**config.mk**
```make
export PLATFORM = sky130hd
export DESIGN_NAME = led_flash_multi
export DESIGN_NICKNAME = d
export VERILOG_FILES = /design/src/rtl/led_flash_multi.sv
export SDC_FILE = /design/constraint.sdc
export NUM_CORES = 1
export LEC_CHECK = 0
export ABC_AREA = 1
export CAP_MARGIN = 40
export CORE_MARGIN = 4
export CORE_UTILIZATION = 55
export DETAILED_ROUTE_END_ITERATION = 12
export HOLD_SLACK_MARGIN = 0.1
export MAX_ROUTING_LAYER = met4
export PLACE_DENSITY = 0.76
export RECOVER_POWER = 100
export SLEW_MARGIN = 20
export SYNTH_ARGS = -nofsm -noshare
export SYNTH_HDL_FRONTEND = slang
export SYNTH_SLANG_ARGS = --single-unit
```
**constraint.sdc**
```tcl
create_clock -name clk -period 3 [get_ports clk]
set_input_delay 0.6 -clock clk [delete_from_list [all_inputs] [get_ports clk]]
set_output_delay 0.6 -clock clk [all_outputs]
set_load 0.02 [all_outputs]
```
**src/rtl/led_flash_multi.sv**
```systemverilog
// Multi-pattern LED flasher. It runs a counted flash sequence under a
// start/busy/done handshake and can be aborted. LEDs are active-low, so 1 means off.
module led_flash_multi #(
  parameter int unsigned LED_W      = 4,
  parameter int unsigned PERIOD_CYC = 10_000_000,
  parameter int unsigned CNT_W      = 24,
  parameter int unsigned TIMES_W    = 6
) (
  input  logic               clk,
  input  logic               rst_n,
  input  logic               start,
  input  logic               abort,
  input  logic [1:0]         mode,
  input  logic [TIMES_W-1:0] times,
  output logic               busy,
  output logic               flash_done,
  output logic [LED_W-1:0]   led
);

  typedef enum logic [1:0] {StIdle, StRun, StDone} state_e;

  localparam logic [CNT_W-1:0] TimerMax = CNT_W'(PERIOD_CYC - 1);

  state_e             state_q, state_d;
  logic [LED_W-1:0]   led_q, led_d;
  logic [CNT_W-1:0]   timer_q, timer_d;
  logic [TIMES_W:0]   step_q, step_d;
  logic [1:0]         mode_q, mode_d;
  logic [TIMES_W-1:0] times_q, times_d;

  logic               tick;
  logic               last_step;
  logic [TIMES_W:0]   step_inc;
  logic [LED_W-1:0]   init_pat;
  logic [LED_W-1:0]   next_pat;

  assign tick      = (timer_q == TimerMax);
  assign step_inc  = step_q + 1'b1;
  // Both sides are TIMES_W+1 bits wide, so 2*times cannot overflow.
  assign last_step = (step_inc == {times_q, 1'b0});

  // Initial pattern loaded at an accepted start. It uses the live mode input.
  always_comb begin
    init_pat = '1;
    if (mode == 2'd2) begin
      for (int i = 0; i < int'(LED_W); i++) begin
        init_pat[i] = i[0];
      end
    end else if (mode == 2'd3) begin
      init_pat[0] = 1'b0;
    end
  end

  // Pattern advance applied on each tick. It uses the latched mode.
  always_comb begin
    next_pat = led_q;
    unique case (mode_q)
      2'd0:    next_pat = {led_q[LED_W-1:1], ~led_q[0]};
      2'd1:    next_pat = ~led_q;
      2'd2:    next_pat = ~led_q;
      default: next_pat = {led_q[LED_W-2:0], led_q[LED_W-1]};
    endcase
  end

  // Next-state logic for the sequencer, the timer, the step count and the LED register.
  always_comb begin
    state_d = state_q;
    led_d   = led_q;
    timer_d = timer_q;
    step_d  = step_q;
    mode_d  = mode_q;
    times_d = times_q;
    unique case (state_q)
      StIdle: begin
        led_d   = '1;
        timer_d = '0;
        step_d  = '0;
        if (start && !abort) begin
          mode_d  = mode;
          times_d = times;
          if (times == '0) begin
            state_d = StDone;
          end else begin
            state_d = StRun;
            led_d   = init_pat;
          end
        end
      end
      StRun: begin
        if (abort) begin
          // Abort wins over a coincident final tick, so no done pulse is produced.
          state_d = StIdle;
          led_d   = '1;
          timer_d = '0;
          step_d  = '0;
        end else if (tick) begin
          timer_d = '0;
          if (last_step) begin
            state_d = StDone;
            led_d   = '1;
            step_d  = '0;
          end else begin
            step_d = step_inc;
            led_d  = next_pat;
          end
        end else begin
          timer_d = timer_q + 1'b1;
        end
      end
      StDone: begin
        state_d = StIdle;
        led_d   = '1;
      end
      default: begin
        state_d = StIdle;
        led_d   = '1;
      end
    endcase
  end

  // State registers, cleared asynchronously.
  always_ff @(posedge clk or negedge rst_n) begin
    if (!rst_n) begin
      state_q <= StIdle;
      led_q   <= '1;
      timer_q <= '0;
      step_q  <= '0;
      mode_q  <= '0;
      times_q <= '0;
    end else begin
      state_q <= state_d;
      led_q   <= led_d;
      timer_q <= timer_d;
      step_q  <= step_d;
      mode_q  <= mode_d;
      times_q <= times_d;
    end
  end

  // Outputs decode from the state, so reset clears them immediately.
  always_comb begin
    busy       = (state_q == StRun);
    flash_done = (state_q == StDone);
    led        = led_q;
  end

endmodule
```
* Word-level counts from Yosys, hierarchy flattened
Cells that the tools add are included.
** Cells by class
- Add/sub/neg operators :: 2
- Equal/unequal tests :: 12
- Muxes and demuxes :: 23
- Bitwise operators :: 2
- Reductions and logical operators :: 11
** Operators by type and width (number)
- two-way mux 24 bit :: 2
- case mux 24 bit (2 select lines) :: 1
- adder 24 x 1 -> 24 bit, second input constant :: 1
- == test 24 bit, second input constant :: 1
- two-way mux 7 bit :: 3
- two-way mux 4 bit :: 5
- case mux 4 bit (2 select lines) :: 2
- case mux 7 bit (2 select lines) :: 1
- two-way mux 2 bit :: 6
- == test 2 bit, second input constant :: 4
- adder 7 x 1 -> 7 bit, second input constant :: 1
- == test 7 bit :: 1
- zero test 6 bit :: 1
- != test 3 x 2 -> 1 bit, second input constant :: 2
- AND reduction 2 bit :: 3
- == test 2 x 1 -> 1 bit, second input constant :: 2
- zero test 2 bit :: 2
- != test 4 bit, second input constant :: 1
- inverter 4 bit :: 1
- case mux 2 bit (2 select lines) :: 1
- AND reduction 3 bit :: 1
- two-way mux 1 bit :: 2
- != test 2 bit, second input constant :: 1
- nonzero test 2 bit :: 1
- 4 further kinds :: 4
** Word-level totals
- Register bits after elaboration :: 45
- Bits of input ports :: 12
- Output and inout bits :: 6
- Word-level logic and storage cells :: 57

* Logic depth before layout (Yosys ltp)
Gate-level depths: netlist of the first run.
- Depth in word-level cells :: 7
- Depth in mapped cells :: 15
- Depth with buffers taken out :: 15

* Worst setup path after synthesis of the first run
No wires, ideal clock.
- Path kind :: register -> register
- From :: register step_q[0]
- To :: register led_q[2] (netlist: led[2])
- Setup time :: 60 ps
- Arrival :: 1521 ps
- Required time :: 2940 ps
- Slack :: 1419 ps
- Stages on the path, launching flop included :: 15
- Buffers on the path :: 0
- Clock period less this slack :: 1581 ps
- Cell sequence :: dfrtp_1 -> ha_1 -> nand2_2 -> nor2_4 -> inv_1 -> nand2_1 -> nand2_1 -> nand2_1 -> nor2_2 -> nand3_2 -> nand2_4 -> nand2_4 -> nand2_2 -> nand2_1 -> nand2_1
** Between the ends
- Cells in the longest elaborated chain, start to end :: 6
- Elaborated cells between the ends (all ways) :: 8
- Classes of those cells :: add/sub: 1; eq/ne: 2; mux: 4; reduce/logical: 1
** RTL lines
- start: declaration :: RTL line 27 : logic [TIMES_W:0] step_q, step_d;
- start signal: assignment :: RTL line 134 : step_q <= step_d;
- adder 7 x 1 -> 7 bit * :: RTL line 38 : assign step_inc = step_q + 1'b1;
- == test 7 bit * :: RTL line 40 : assign last_step = (step_inc == {times_q, 1'b0});
- two-way mux 4 bit :: RTL line 98 : if (last_step) begin
- two-way mux 4 bit :: RTL line 96 : end else if (tick) begin
- two-way mux 4 bit :: RTL line 90 : if (abort) begin
- case mux 4 bit (2 select lines) :: RTL line 73 : unique case (state_q)
- end signal: assignment :: RTL line 132 : led_q <= led_d;
- end: declaration :: RTL line 25 : logic [LED_W-1:0] led_q, led_d;
Every way passes the cells marked *; elsewhere a longest branch is shown, timed or not. The select of a mux whose other input is x is not followed.
A chain may end at the register's enable or synchronous reset.

* Worst setup path in the final report of the first run
- From :: input abort
- To :: register led_q[2] (netlist: led[2])
** Between the ends
- Cells in the longest elaborated chain, start to end :: 4
- Elaborated cells between the ends (all ways) :: 8
- Classes of those cells :: eq/ne: 2; mux: 3; reduce/logical: 3
** RTL lines
- start: declaration :: RTL line 12 : input logic abort,
- zero test 1 bit :: RTL line 78 : if (start && !abort) begin
- logical AND 1 bit :: RTL line 78
- two-way mux 4 bit :: RTL line 78
- case mux 4 bit (2 select lines) :: RTL line 73
Parallel ways exist; a longest one is shown, timed or not.

==> out/qor.yml, run 1 <==
status: "complete, no violations"
layout_commonest_cell: "nand2_1"
n_fill_cell: 400
cp.required_ps: 3240
grt-ovfl-total: 0
grt_pass1_wl_mm: 9.49
min_period_ps: 2460
numCtsBuffers: 5
yosysSeqAreaShare_pct: 43.2
grt_pass1_vias: 2216
grt_max_degree: 28
final.period_utilization_pct: 82.1
cts_setup_buffers: 0
finalPower_mw: 1.97
rows: 24
vias: 2305
finalClockSkew_ps: 10.6
maxSlewViolCount: 0
powerDensity_nw_per_um2: 671
clk_pin_slew_worst_paths_ps: 90
numPortBuffers: 17
syn_to_final_growth_pct: 11.8
critPathKind: "input pin to flip-flop"
crit_fanout: 10
ys_seq_elements: 45
min-delay-path-class: "input pin to asynchronous set/reset pin"
drv_cap: 0
drc_errors: 0
synth-edff-count: 0
hold_viol: 0
die_x_um: 77
antenna_found_initial: 0
r2r_setup_slack_ps: 860
final_cell_mix: "nand2_1 (80), inv_1 (48), dfrtp_1 (41), nor2_1 (35), nand3_1 (34)"
initial_utilization_pct: 58.5
gp_congestion: 0.870
clkLatencyLatePin_ps: 300
synth.net_count: 363
totalWireLength_mm: 5.28
worst_pin_slew_ps: 1110
vias_per_cell: 5.49
cts.sinks: 45
rsz0062_at_grt: "no"
leakagePower_nw: 1.30
die_h_um: 77
crit_arrival_ps: 2710
yosysWarningCount: 0
synth-main-ff-cell: "dfrtp_1"
clk_path_buf_depth: 2
routedWlPerCell_um: 12.6
setup_viol_count_final: 0
core_area_sq_um: 4470
cp-start-kind: "input pin"
rr_endpoint: "led[2]"
slew_headroom_pct: 26.2
r2r_cells: 6
io_pins: 18
cts_tree: "built"
drive_gt1_share_pct: 8.70
ir_worst_vdd_mv: 0.505
yosysUniqueCellTypes: 41
grt_usage_pct: 20.0
cts_hold_buf: 0
synthArstFlopShare_pct: 100
netlist_area_sq_um: 2620
fin_tns_setup_ps: 0
h-tree-depth: 2
postRouteAntennaNets: 0
ctsRootBufferMaster: "clkbuf_8"
synth_cells: 347
drtPass1Iterations: 4
n_antenna_cell: 0
drt_iter0_markers: 114
cp-end-kind: "flip-flop"
dieArea_sq_um: 5930
dp.final_hpwl_mm: 4.06
fin_nets: 383
timing.rr.start: "state_q[1]"
post_cts_resized: 0
fmax_mhz: 406
syn_avg_cell_area_sq_um: 7.55
[synth_stat cells (2+ instances only)]
cell type	instances	area, sq um
nand3b_1	3	22.5
and3_1	2	12.5
nand2_2	4	25.0
a22oi_1	2	15.0
nor3_1	8	40.0
nand2_4	2	22.5
o21ai_0	22	110
nand4_1	4	25.0
nor2_4	2	22.5
dfrtp_1	41	1030
buf_4	2	15.0
nand3_1	34	170
nand2_1	79	297
ha_1	4	50.1
dfstp_2	4	105
inv_1	48	180
nor2_2	5	31.3
nor2_1	34	128
o22ai_1	8	50.1
buf_2	2	10.0
xor2_1	5	43.8
nor4_1	2	12.5
clkbuf_1	2	7.51
inv_2	2	7.51
a21oi_1	10	50.1
[through the flow]
step                      worst slack, ps  util, %  hold slack, ps  cell area [sq um]  instances
after floorplan                      1420        -             304               2620        347
after global placement                728     63.0             481               2820        411
after detailed placement              705     63.5             485               2840        412
after CTS                             577     66.2             247               2960        420
after global routing                  316     65.5             547               2930        420
final                                 536     65.5             481               2930        420
[layer usage]
metal / track usage [%] / vias up / part of all wire [%]
li1: - / 1170 / -
met1: 23.3 / 1071 / 44
met2: 35.0 / 51 / 50
met3: 2.69 / 13 / 3.8
met4: 8.19 / 0 / 2.3
met5: - / - / 0
[how the worst max path moves through the flow]
stage / startpoint / endpoint / slack, ps / cells past startpoint
4_1_cts: state_q[1] / flash_done / 580 / 3
5_1_grt: abort / led[2] / 320 / 7
6_report: abort / led[2] / 540 / 7
2_1_floorplan: step_q[0] / led[2] / 1420 / 14
3_3_place_gp: abort / led[2] / 730 / 10
3_5_place_dp: abort / led[2] / 700 / 10
[cell families after synthesis]
group / Yosys count / share of synthesized area (%)
xor+xnor: 6 / 2.01
compound gates: 48 / 10.3
fa+ha+maj: 4 / 1.91
simple gates: 187 / 33.7
flops: 45 / 43.2
buf+inv: 57 / 8.84
[registers in the layout, indices dropped and copies added (netlist names)]
register / cells
timer_q: 24
times_q: 6
state_q: 2
led: 4
step_q: 7
mode_q: 2
[layout make-up]
class | count | area [sq um] | area share (%)
well taps | 52 | 65.1 | 2.22
flip-flops and latches | 45 | 1130 | 38.6
clock inverters | 2 | 37.5 | 1.28
inverters | 50 | 188 | 6.41
multi-input cells | 245 | 1230 | 42.0
clock buffers | 6 | 82.6 | 2.82
repair buffers | 20 | 195 | 6.66
[where the power goes]
| group | internal, mW | total, mW | switching [mW] | leakage, nW |
|---|---|---|---|---|
| sequential | 0.725 | 0.813 | 0.0880 | 0.598 |
| clock | 0.271 | 0.480 | 0.209 | 0.0574 |
| combinational | 0.243 | 0.673 | 0.430 | 0.645 |
| total | 1.24 | 1.97 | 0.726 | 1.30 |
[critical path: stages]
cell	delay, ps
dlygate4sd3_1	560
nor3_1	680
nand2_1	150
clkbuf_1	270
nand2_1	270
nand3_1	100
nand2_1	80
(Power assumes the default switching activity.)
==> run 2, diff against run 1 <==
--- a/config.mk
+++ b/config.mk
@@ -8,11 +8,11 @@
 export ABC_AREA = 1
 export CAP_MARGIN = 40
 export CORE_MARGIN = 4
-export CORE_UTILIZATION = 55
+export CORE_UTILIZATION = 53
 export DETAILED_ROUTE_END_ITERATION = 12
 export HOLD_SLACK_MARGIN = 0.1
 export MAX_ROUTING_LAYER = met4
-export PLACE_DENSITY = 0.76
+export PLACE_DENSITY = 0.77
 export RECOVER_POWER = 100
 export SLEW_MARGIN = 20
 export SYNTH_ARGS = -nofsm -noshare
==> constraint.sdc (replaced) <==
create_clock -name clk -period 2 [get_ports clk]
set_input_delay 0.4 -clock clk [delete_from_list [all_inputs] [get_ports clk]]
set_output_delay 0.4 -clock clk [all_outputs]
set_load 0.02 [all_outputs]
==> run 2 against run 1 <==
Against the previous run:
- sequential cell count did not move
- non-clock buffer count is 8 higher
- register-to-register slack worse by 680 ps
- clock power increased by 50%
- critical path type is now flip-flop to primary output
- wire length up 3.0%
- power is 55% higher
==> out/qor.yml, run 2 (synthesis results as in run 1) <==
pre_cts_slack_ps: 124
hold_viol: 0
cts_tree: "built"
pwr-share-comb_pct: 36.9
totalWireLength_mm: 5.44
reg_top3: "timer_q (24), step_q (7), times_q (6)"
clkLatencyLatePin_ps: 300
numCtsBuffers: 5
finalClockSkew_ps: 9.84
die_x_um: 78.3
ctsRootBufferMaster: "clkbuf_8"
fin_tns_setup_ps: 0
numPortBuffers: 17
gp_congestion: 0.931
final_cell_mix: "nand2_1 (80), inv_1 (48), dfrtp_1 (39), nor2_1 (35), nand3_1 (34)"
ir_worst_vdd_mv: 0.888
rsz0062_at_grt: "no"
drt_iter0_markers: 103
routedWlPerCell_um: 12.3
crit_path_top_delay_cell: "clkdlybuf4s50_1"
fin_nets: 391
cp-start-kind: "flip-flop"
p_clk_share_pct: 23.6
n_antenna_cell: 0
timing.rr.start: "step_q[0]"
cp_num_buf_inv: 1
slew_headroom_pct: 18.8
grt_usage_pct: 20.2
p_int_mw: 1.91
worst_pin_slew_ps: 1220
place_inst: 432
instances_no_fill: 443
r2r_cells: 14
initial_utilization_pct: 55.1
cts.sinks: 45
cp_cell_sequence: "clkdlybuf4s50_1"
min-delay-path-class: "flip-flop to flip-flop"
final.period_utilization_pct: 96.4
maxSlewViolCount: 0
dp.final_hpwl_mm: 4.18
clk_pin_slew_worst_paths_ps: 100
leakagePower_nw: 1.34
powerDensity_nw_per_um2: 1010
drc_errors: 0
rr_endpoint: "led[2]"
antenna_found_initial: 0
cp.required_ps: 1600
status: "complete, no violations"
crit_arrival_ps: 1530
largest_reg_flops: 24
grt-ovfl-total: 0
vias_per_cell: 5.24
hold_ws_ps: 515
crit_family: "buffers and inverters"
postRouteAntennaNets: 0
clk_path_buf_depth: 2
regMostFlops: "timer_q"
drive_gt1_share_pct: 10.4
rows: 25
syn_to_final_growth_pct: 15.6
h-tree-depth: 2
layout_commonest_cell: "nand2_1"
grt_pass1_vias: 2293
swShare_pct: 37.4
max_stage_delay_ps: 630
hold_end: "times_q[0]"
dieArea_sq_um: 6130
core_area_sq_um: 4750
io_pins: 18
worstHoldStart: "times_q[0]"
vias: 2321
grt_pass1_wl_mm: 9.80
crit_fanout: 4
power.switching_mw: 1.14
fmax_mhz: 519
critPathKind: "flip-flop to primary output"
power_frac_seq_pct: 39.5
drv_cap: 0
die_h_um: 78.3
drtPass1Iterations: 4
min_period_ps: 1930
worst_slack_ps: 72.2
r2r_setup_slack_ps: 180
setup_viol_count_final: 0
grt_max_degree: 27
cp-end-kind: "primary output"
hold-path-cell-count: 2
==> run 2: power by group through the flow <==
stage               combinational, mW  clock (mW)  sequential [mW]
finish                           1.12       0.719             1.20
floorplan                       0.769           0             1.24
global route                     1.27       0.786             1.22
global placement                 1.10           0             1.23
CTS                              1.12       0.739             1.21
detailed placement               1.12           0             1.23
==> run 2: layer usage <==
layer / wire length, um / share of wire, % / GRT usage (%)
met1: 2430 / 45 / 25.2
met2: 2780 / 51 / 33.7
met3: 185 / 3.4 / 2.64
met4: 42 / 0.77 / 7.17
met5: 0 / 0 / -
==> run 2: through the flow <==
stage	power [mW]	util, %	cell area [sq um]
global route	3.28	63.7	3030
detailed placement	2.34	60.9	2900
global placement	2.33	60.9	2900
CTS	3.07	63.6	3020
finish	3.04	63.7	3030
floorplan	2.01	-	2620
==> run 2: worst max path at each step <==
stage / from / to / slack [ps] / cells past startpoint
final: led[1] / led[1] / 70 / 1
after global routing: timer_q[14] / step_q[2] / 5 / 8
after CTS: state_q[1] / flash_done / 20 / 3
after detailed placement: abort / led[2] / 120 / 10
after global placement: abort / led[2] / 150 / 10
after floorplan: step_q[0] / led[2] / 420 / 14
==> run 2: final cells by class <==
type | instances | area [sq um]
clock inverters | 3 | 47.5
well taps | 67 | 83.8
flip-flops and latches | 45 | 1130
repair buffers | 28 | 255
inverters | 50 | 188
clock buffers | 5 | 68.8
multi-input cells | 245 | 1250
fillers | 453 | 1730
==> run 2: what timing repair did <==
item	CTS	global route
endpoints found under the hold margin	16	0
setup endpoints to repair	0	5
gates resized for setup	0	3
hold buffers	1	0
setup buffers	0	2
